[config.mk]
export PLATFORM = sky130hd
export DESIGN_NAME = pc_predict
export DESIGN_NICKNAME = d
export VERILOG_FILES = /design/src/rtl/pc_predict.sv
export SDC_FILE = /design/constraint.sdc
export NUM_CORES = 1
export LEC_CHECK = 0
export CORE_MARGIN = 2
export CORE_UTILIZATION = 34
export DETAILED_ROUTE_END_ITERATION = 7
export PLACE_DENSITY = 0.73
export SLEW_MARGIN = 0
export SYNTH_ARGS = -nofsm -noshare
export SYNTH_HDL_FRONTEND = slang
export SYNTH_SLANG_ARGS = --single-unit
[constraint.sdc]
create_clock -name clk -period 5.2 [get_ports clk]
set_clock_uncertainty 0.15 [all_clocks]
set_input_delay 0.78 -clock clk [delete_from_list [all_inputs] [get_ports clk]]
set_output_delay 0.78 -clock clk [all_outputs]
set_load 0.05 [all_outputs]
[src/rtl/pc_predict.sv]
`default_nettype none
// +---------------------------------------------------------------------------+
// | pc_predict: registered fetch PC with direct-mapped BHT/BTB next-PC        |
// | prediction and EX-stage branch resolution / redirect.                     |
// | Optional feature macro: PC_PREDICT_EN (undefined = static not-taken).     |
// | Revision: 1.0                                                             |
// +---------------------------------------------------------------------------+
module pc_predict #(
  parameter int unsigned     XLEN      = 32,
  parameter int unsigned     BHT_DEPTH = 16,
  parameter logic [XLEN-1:0] RESET_PC  = '0,
  parameter int unsigned     IMM_SHIFT = 1
) (
  input  logic            clk,
  input  logic            rst_n,
  input  logic            stall,
  output logic [XLEN-1:0] pc,
  output logic            pred_taken,
  output logic [XLEN-1:0] pred_target,
  input  logic            ex_valid,
  input  logic            ex_is_branch,
  input  logic            ex_cond,
  input  logic [XLEN-1:0] ex_pc,
  input  logic [XLEN-1:0] ex_imm,
  input  logic            ex_pred_taken,
  input  logic [XLEN-1:0] ex_pred_target,
  output logic            flush
);

  localparam int unsigned IDX_W = $clog2(BHT_DEPTH);

  logic [XLEN-1:0] pc_q, pc_d;
  logic [XLEN-1:0] act_tgt, seq_pc, ex_seq_pc;
  logic            resolve, act_taken, mispredict;

  assign act_taken = ex_cond;
  assign act_tgt   = ex_pc + (ex_imm << IMM_SHIFT);
  assign seq_pc    = pc_q + XLEN'(4);
  assign ex_seq_pc = ex_pc + XLEN'(4);
  assign resolve   = ex_valid & ex_is_branch;

`ifdef PC_PREDICT_EN
  logic [BHT_DEPTH-1:0] valid_q;
  logic [1:0]           ctr_q [BHT_DEPTH];
  logic [XLEN-1:0]      tgt_q [BHT_DEPTH];
  logic [IDX_W-1:0]     rd_idx, wr_idx;

  assign rd_idx      = pc_q[IDX_W+1:2];
  assign wr_idx      = ex_pc[IDX_W+1:2];
  assign pred_taken  = valid_q[rd_idx] & ctr_q[rd_idx][1];
  assign pred_target = tgt_q[rd_idx];
  assign mispredict  = resolve & ((act_taken != ex_pred_taken) |
                       (act_taken & ex_pred_taken & (act_tgt != ex_pred_target)));

  // Table update is independent of stall; lookups see the pre-update entry.
  always_ff @(posedge clk or negedge rst_n) begin
    if (!rst_n) begin
      valid_q <= '0;
      for (int i = 0; i < int'(BHT_DEPTH); i++) begin
        ctr_q[i] <= 2'b01;
        tgt_q[i] <= '0;
      end
    end else if (resolve) begin
      if (act_taken) begin
        if (ctr_q[wr_idx] != 2'b11) ctr_q[wr_idx] <= ctr_q[wr_idx] + 2'b01;
        tgt_q[wr_idx]   <= act_tgt;
        valid_q[wr_idx] <= 1'b1;
      end else if (ctr_q[wr_idx] != 2'b00) begin
        ctr_q[wr_idx] <= ctr_q[wr_idx] - 2'b01;
      end
    end
  end
`else
  logic unused_pred;

  assign pred_taken  = 1'b0;
  assign pred_target = '0;
  assign mispredict  = resolve & act_taken;
  assign unused_pred = ^{ex_pred_taken, ex_pred_target};
`endif

  always_comb begin
    pc_d = seq_pc;
    if (mispredict)      pc_d = act_taken ? act_tgt : ex_seq_pc;
    else if (stall)      pc_d = pc_q;
    else if (pred_taken) pc_d = pred_target;
  end

  always_ff @(posedge clk or negedge rst_n) begin
    if (!rst_n) pc_q <= RESET_PC;
    else        pc_q <= pc_d;
  end

  assign pc    = pc_q;
  assign flush = mispredict;

endmodule
`default_nettype wire

==> results of run 1 <==
-- worst paths after layout --
check / end / slack, ps / cells past startpoint
min reg2reg: pc[0]$_DFFE_PN0P_ / 330 / 2
max reg2reg: pc[31]$_DFFE_PN0N_ / 2660 / 8
max in group asynchronous: pc[22]$_DFFE_PN0N_ / 3860 / 2
min in group asynchronous: pc[2]$_DFFE_PN0N_ / 750 / 2
min: pc[0]$_DFFE_PN0P_ / 330 / 2
max: pc[25]$_DFFE_PN0N_ / 1640 / 12
-- cell usage after synthesis, drive strengths merged, types with 5 or more instances --
master and count:
a21o 20, a21oi 30, a31oi 8, and3 13
buf 35, clkbuf 13, dfrtp 32, ha 31
inv 9, nand2 58, nand2b 5, nand3 11
nand4 7, nor2 31, o21ai 30, xnor2 27
xor2 29
-- report_power, final --
| group | switching (mW) | internal (mW) |
|---|---|---|
| registers | 0.0874 | 0.324 |
| logic | 0.573 | 0.339 |
| clock network | 0.0861 | 0.0907 |
-- tightest hold or removal path: cells and delay by family (launching register included) --
kind | cells | cell delay, ps
simple gates | 2 | 110
flops | 1 | 340
-- logic make-up after synthesis --
group / synth area share, %
XOR/XNOR: 13.7
multiplexers: 0.280
flip-flops: 22.4
adder cells (fa/ha/maj): 11.4
buffers and inverters: 9.59
other: 0.105
AO/OA/AOI/OAI: 22.4
AND/OR/NAND/NOR: 20.1
-- layout make-up --
cell class	count	share of cell area, %
clock buffers	6	1.56
flip-flops and latches	32	17.2
repair buffers	104	22.1
well taps	136	3.65
inverters	9	0.724
multi-input cells	392	54.7
clock inverters	1	0.107
-- metal layers --
metal / up-vias / wire, µm / part of all wire [%] / track usage [%]
li1: 1722 / - / - / -
met1: 1562 / 4070 / 45 / 20.8
met2: 129 / 4210 / 47 / 26.2
met3: 8 / 600 / 6.7 / 2.21
met4: 0 / 99 / 1.1 / 4.64
met5: - / 0 / 0 / 0
==> flow_summary.yaml, run 1 <==
clocking:
  insertion_delay_ps: 290
  clk_pin_slew_ps: 70
  root_buffer: "clkbuf_8"
  ctsHoldBuffers: 0
  clock_path_buffers: 2
  cts_made_buffers: 5
  cts_sinks: 32
  htree_levels: 2
  post-cts-setup-buffer-count: 0
  cts_resized: 0
  cts_tree: "done"
place:
  place_area_um2: 4590
  place_congestion: 0.882
  post-place-cells: 673
  hpwl_um: 7310
  pre_cts_ws_ps: 1370
  port_buffers: 101
route:
  drt-total-wl_um: 8980
  routedWlPerCell_um: 13.2
  drtIter0Drc: 150
  vias: 3421
  vias_per_cell: 5.03
  final_antenna_net_count: 0
  drc: 0
  first_pass_iters: 4
global_routing:
  grt_max_degree: 39
  grt_pass1_wl_um: 14700
  track_usage_pct: 15.6
  grt_antenna_before_repair: 0
  grt_pass1_vias: 3186
  gr-total-overflow: 0
critical_path:
  path_cells: "clkdlybuf4s50_1 > ha_1 > inv_1 > fa_1 > nor2b_1 > o2111ai_1 > a21boi_1 > a211oi_2 > o311ai_1 > a221oi_1 > xor2_1 > o21ai_0"
  critPathBufInv: 2
  crit_arrival_ps: 3620
  worstPathRequired_ps: 5250
  cp-start-kind: "input pin"
  critPathCaptureType: "register"
  cpMaxStageDelayCell: "clkdlybuf4s50_1"
  crit_family: "compound AO/OA/AOI/OAI gates"
  critPathKind: "input pin to register"
  startpoint: "ex_pc[1]"
  cp_max_fo: 3
  reg2reg_from: "pc[4]$_DFFE_PN0N_"
  slowest_delay_ps: 460
hold_path:
  hp-start: "pc[0]$_DFFE_PN0P_"
  hp-class: "register to register"
logic_synthesis:
  ys_warn_count: 0
  synth-async-reset-ratio_pct: 100
  synth_top_cell_by_area: "dfrtp_1"
  synthesis.area_um2: 3570
  synth_top_area_share_pct: 22.4
  synthCells: 449
  yosysSeqAreaShare_pct: 22.4
  yosys_register_bits: 32
  synth_cell_types: 59
  synth_flop_cell: "dfrtp_1"
  synth_area_leaders: "dfrtp_1 (22%), ha_1 (11%), buf_4 (7.1%)"
  synth_edf_count: 0
  postSynthAreaPerCell_um2: 7.96
pwr:
  power_density_nw_per_um2: 322
  p_leak_nw: 2.10
  p_total_mw: 1.50
  ir_worst_vdd_v: 0.000202
layout:
  final_cells: 680
  regArea_um2: 801
  finalNetCount: 679
  fin_util_pct: 45.4
  multi_input_comb_area_um2: 2550
  area_delta_synth_final_pct: 30.5
  layout_commonest_cell: "clkdlybuf4s50_1"
  final_cell_mix: "clkdlybuf4s50_1 (100), nand2_1 (57), conb_1 (33)"
  n_antenna_cell: 0
  largest_reg_flops: 32
  drive_above_1_share_pct: 3.49
  nFillCells: 1043
  postLayoutCellArea_um2: 4660
timing:
  setup_ws_ps: 1640
  report.final.slew_viol_count: 0
  hold_viol: 0
  relSlewSlack_pct: 51.3
  fmax_ghz: 0.281
  fin_setup_tns_ps: 0
  tightest_slew_ps: 724
  holdWs_ps: 331
  rsz0062_at_grt: "false"
  setup_viol: 0
  post-route-min-period_ps: 3560
  min_period_over_period_pct: 68.6
die:
  rows: 37
  fp.dieH_um: 107
  core-area_um2: 10300
  die_width_um: 107
  num_io_pins: 169
  start_util_pct: 34.8
  die_area_um2: 11300
flow_run:
  cap_violations: 0
status:
  outcome: "finished, final reports clean"
(Power assumes the default switching activity.)
==> run 2, diff against run 1 <==
--- a/config.mk
+++ b/config.mk
@@ -8,7 +8,7 @@
 export CORE_MARGIN = 2
 export CORE_UTILIZATION = 34
 export DETAILED_ROUTE_END_ITERATION = 7
-export PLACE_DENSITY = 0.73
+export PLACE_DENSITY = 0.75
 export SLEW_MARGIN = 0
 export SYNTH_ARGS = -nofsm -noshare
 export SYNTH_HDL_FRONTEND = slang
==> constraint.sdc (replaced) <==
create_clock -name clk -period 3 [get_ports clk]
set_clock_uncertainty 0.15 [all_clocks]
set_input_delay 0.45 -clock clk [delete_from_list [all_inputs] [get_ports clk]]
set_output_delay 0.45 -clock clk [all_outputs]
set_load 0.05 [all_outputs]
==> run 2 against run 1 <==
Sequential cell count stayed put. Sequential power is 74% higher. Clock power is 86% higher. Die area stayed put. Global-route usage is 1.1 points higher.
==> flow_summary.yaml, run 2 (synthesized netlist as in run 1, its figures left out) <==
clocking:
  cts_tree: "done"
  cts_made_buffers: 5
  clk_pin_slew_ps: 80
  insertion_delay_ps: 290
  clock_path_buffers: 2
  htree_levels: 2
  root_buffer: "clkbuf_8"
  cts_sinks: 32
timing:
  setup_viol: 0
  hold_viol: 0
  tightest_slew_ps: 599
  rsz0062_at_grt: "true"
  fmax_ghz: 0.347
  relSlewSlack_pct: 60.0
  report.final.slew_viol_count: 0
  post-route-min-period_ps: 2880
  min_period_over_period_pct: 96.0
  holdWs_ps: 334
route:
  first_pass_iters: 4
  vias: 3635
  vias_per_cell: 4.96
  drc: 0
  final_antenna_net_count: 0
  drt-total-wl_um: 9670
  drtIter0Drc: 168
  routedWlPerCell_um: 13.2
layout:
  area_delta_synth_final_pct: 45.0
  postLayoutCellArea_um2: 5180
  nFillCells: 963
  finalNetCount: 731
  multi_input_comb_area_um2: 2650
  final_cell_mix: "clkdlybuf4s50_1 (98), nand2_1 (57), buf_4 (55)"
  largest_reg_flops: 32
  n_antenna_cell: 0
  layout_commonest_cell: "clkdlybuf4s50_1"
  regArea_um2: 801
  drive_above_1_share_pct: 14.6
pwr:
  ir_worst_vdd_v: 0.000404
  p_sw_mw: 1.35
  p_leak_nw: 2.40
  pwr-share-clk_pct: 12.0
  pwr-share-comb_pct: 61.7
  switching_share_pct: 49.4
  p_int_mw: 1.38
  p_seq_share_pct: 26.2
  power_density_nw_per_um2: 528
die:
  die_area_um2: 11300
  fp.dieH_um: 107
  core-area_um2: 10300
  rows: 37
  num_io_pins: 169
  start_util_pct: 34.8
  die_width_um: 107
global_routing:
  gr-total-overflow: 0
  grt_pass1_wl_um: 15700
  grt_antenna_before_repair: 0
  track_usage_pct: 16.7
  grt_max_degree: 39
  grt_pass1_vias: 3498
place:
  place_area_um2: 4980
  hpwl_um: 7690
  place_congestion: 0.900
  port_buffers: 101
critical_path:
  cp-start-kind: "input pin"
  critPathCaptureType: "register"
  r2r_slack_ps: 630
  worstPathRequired_ps: 2990
  cp_max_fo: 4
  crit_arrival_ps: 2870
  critPathKind: "input pin to register"
hold_path:
  hp-class: "register to register"
flow_run:
  cap_violations: 0
status:
  outcome: "finished, final reports clean"
==> run 2: path summary, 6_finish.rpt <==
| kind | startpoint | to | cells past startpoint |
|---|---|---|---|
| min in group asynchronous | rst_n | pc[5]$_DFFE_PN0N_ | 2 |
| max in group asynchronous | rst_n | pc[29]$_DFFE_PN0N_ | 2 |
| max | ex_pc[10] | pc[29]$_DFFE_PN0N_ | 11 |
| min | pc[0]$_DFFE_PN0P_ | pc[0]$_DFFE_PN0P_ | 2 |
| max reg2reg | pc[2]$_DFFE_PN0N_ | pc[26]$_DFFE_PN0N_ | 9 |
| min reg2reg | pc[0]$_DFFE_PN0P_ | pc[0]$_DFFE_PN0P_ | 2 |
==> run 2: through the flow <==
stage / total power, mW / setup slack, ps / cells / setup TNS (ps) / util, %
floorplan: 1.80 / 315 / 481 / 0 / -
global placement: 2.34 / -369 / 724 / -3290 / 48.5
detailed placement: 2.37 / -385 / 724 / -3770 / 48.5
CTS: 2.71 / 15.1 / 732 / 0 / 49.4
global route: 2.89 / -68.2 / 733 / -76.2 / 50.4
finish: 2.73 / 121 / 733 / 0 / 50.4
==> run 2: cell type report <==
cell class                      instances  area share [%]
Inverter                                9           0.652
Multi-Input combinational cell        392            51.1
Sequential cell                        32            15.5
Clock buffer                            5            1.33
Clock inverter                          3           0.362
Timing Repair Buffer                  156            27.8
Tap cell                              136            3.29
==> run 2: layer usage <==
metal | vias to the layer above | global-route usage, % | wire length [µm]
li1 | 1825 | - | -
met1 | 1670 | 21.4 | 4260
met2 | 122 | 29.3 | 4700
met3 | 18 | 2.21 | 525
met4 | 0 | 4.73 | 184
met5 | - | 0 | 0
==> run 2: power by group through the flow <==
stage / combinational (mW) / sequential, mW / clock [mW]
after floorplan: 0.660 / 1.14 / 0
after detailed placement: 1.65 / 0.724 / 0
after global placement: 1.63 / 0.712 / 0
final: 1.69 / 0.717 / 0.329
after global routing: 1.80 / 0.742 / 0.347
after CTS: 1.66 / 0.718 / 0.332
==> run 2: critical path, cell delays in order <==
cell and delay (ps):
clkdlybuf4s50_1 410, ha_1 340, a21oi_1 210, o21ai_0 140
and3_1 250, a21oi_2 190, buf_4 150, o221ai_4 110
o41ai_2 320, xor2_1 200, a21oi_1 80
==> run 2: repair_timing <==
item                       4_1_cts  5_1_grt
buffers inserted                 0        1
gates resized for setup          3       19
hold endpoints to repair         0        0
setup endpoints to repair        7       11
hold buffers                     0        0
pin swaps                        0        7
==> run 3, diff against run 2 <==
--- a/config.mk
+++ b/config.mk
@@ -7,6 +7,7 @@
 export LEC_CHECK = 0
 export CORE_MARGIN = 2
 export CORE_UTILIZATION = 34
+export CTS_CLUSTER_SIZE = 25
 export DETAILED_ROUTE_END_ITERATION = 7
 export PLACE_DENSITY = 0.75
 export SLEW_MARGIN = 0
==> results of run 3 <==
The final DEF is identical to that of run 2; final timing and power are the same.
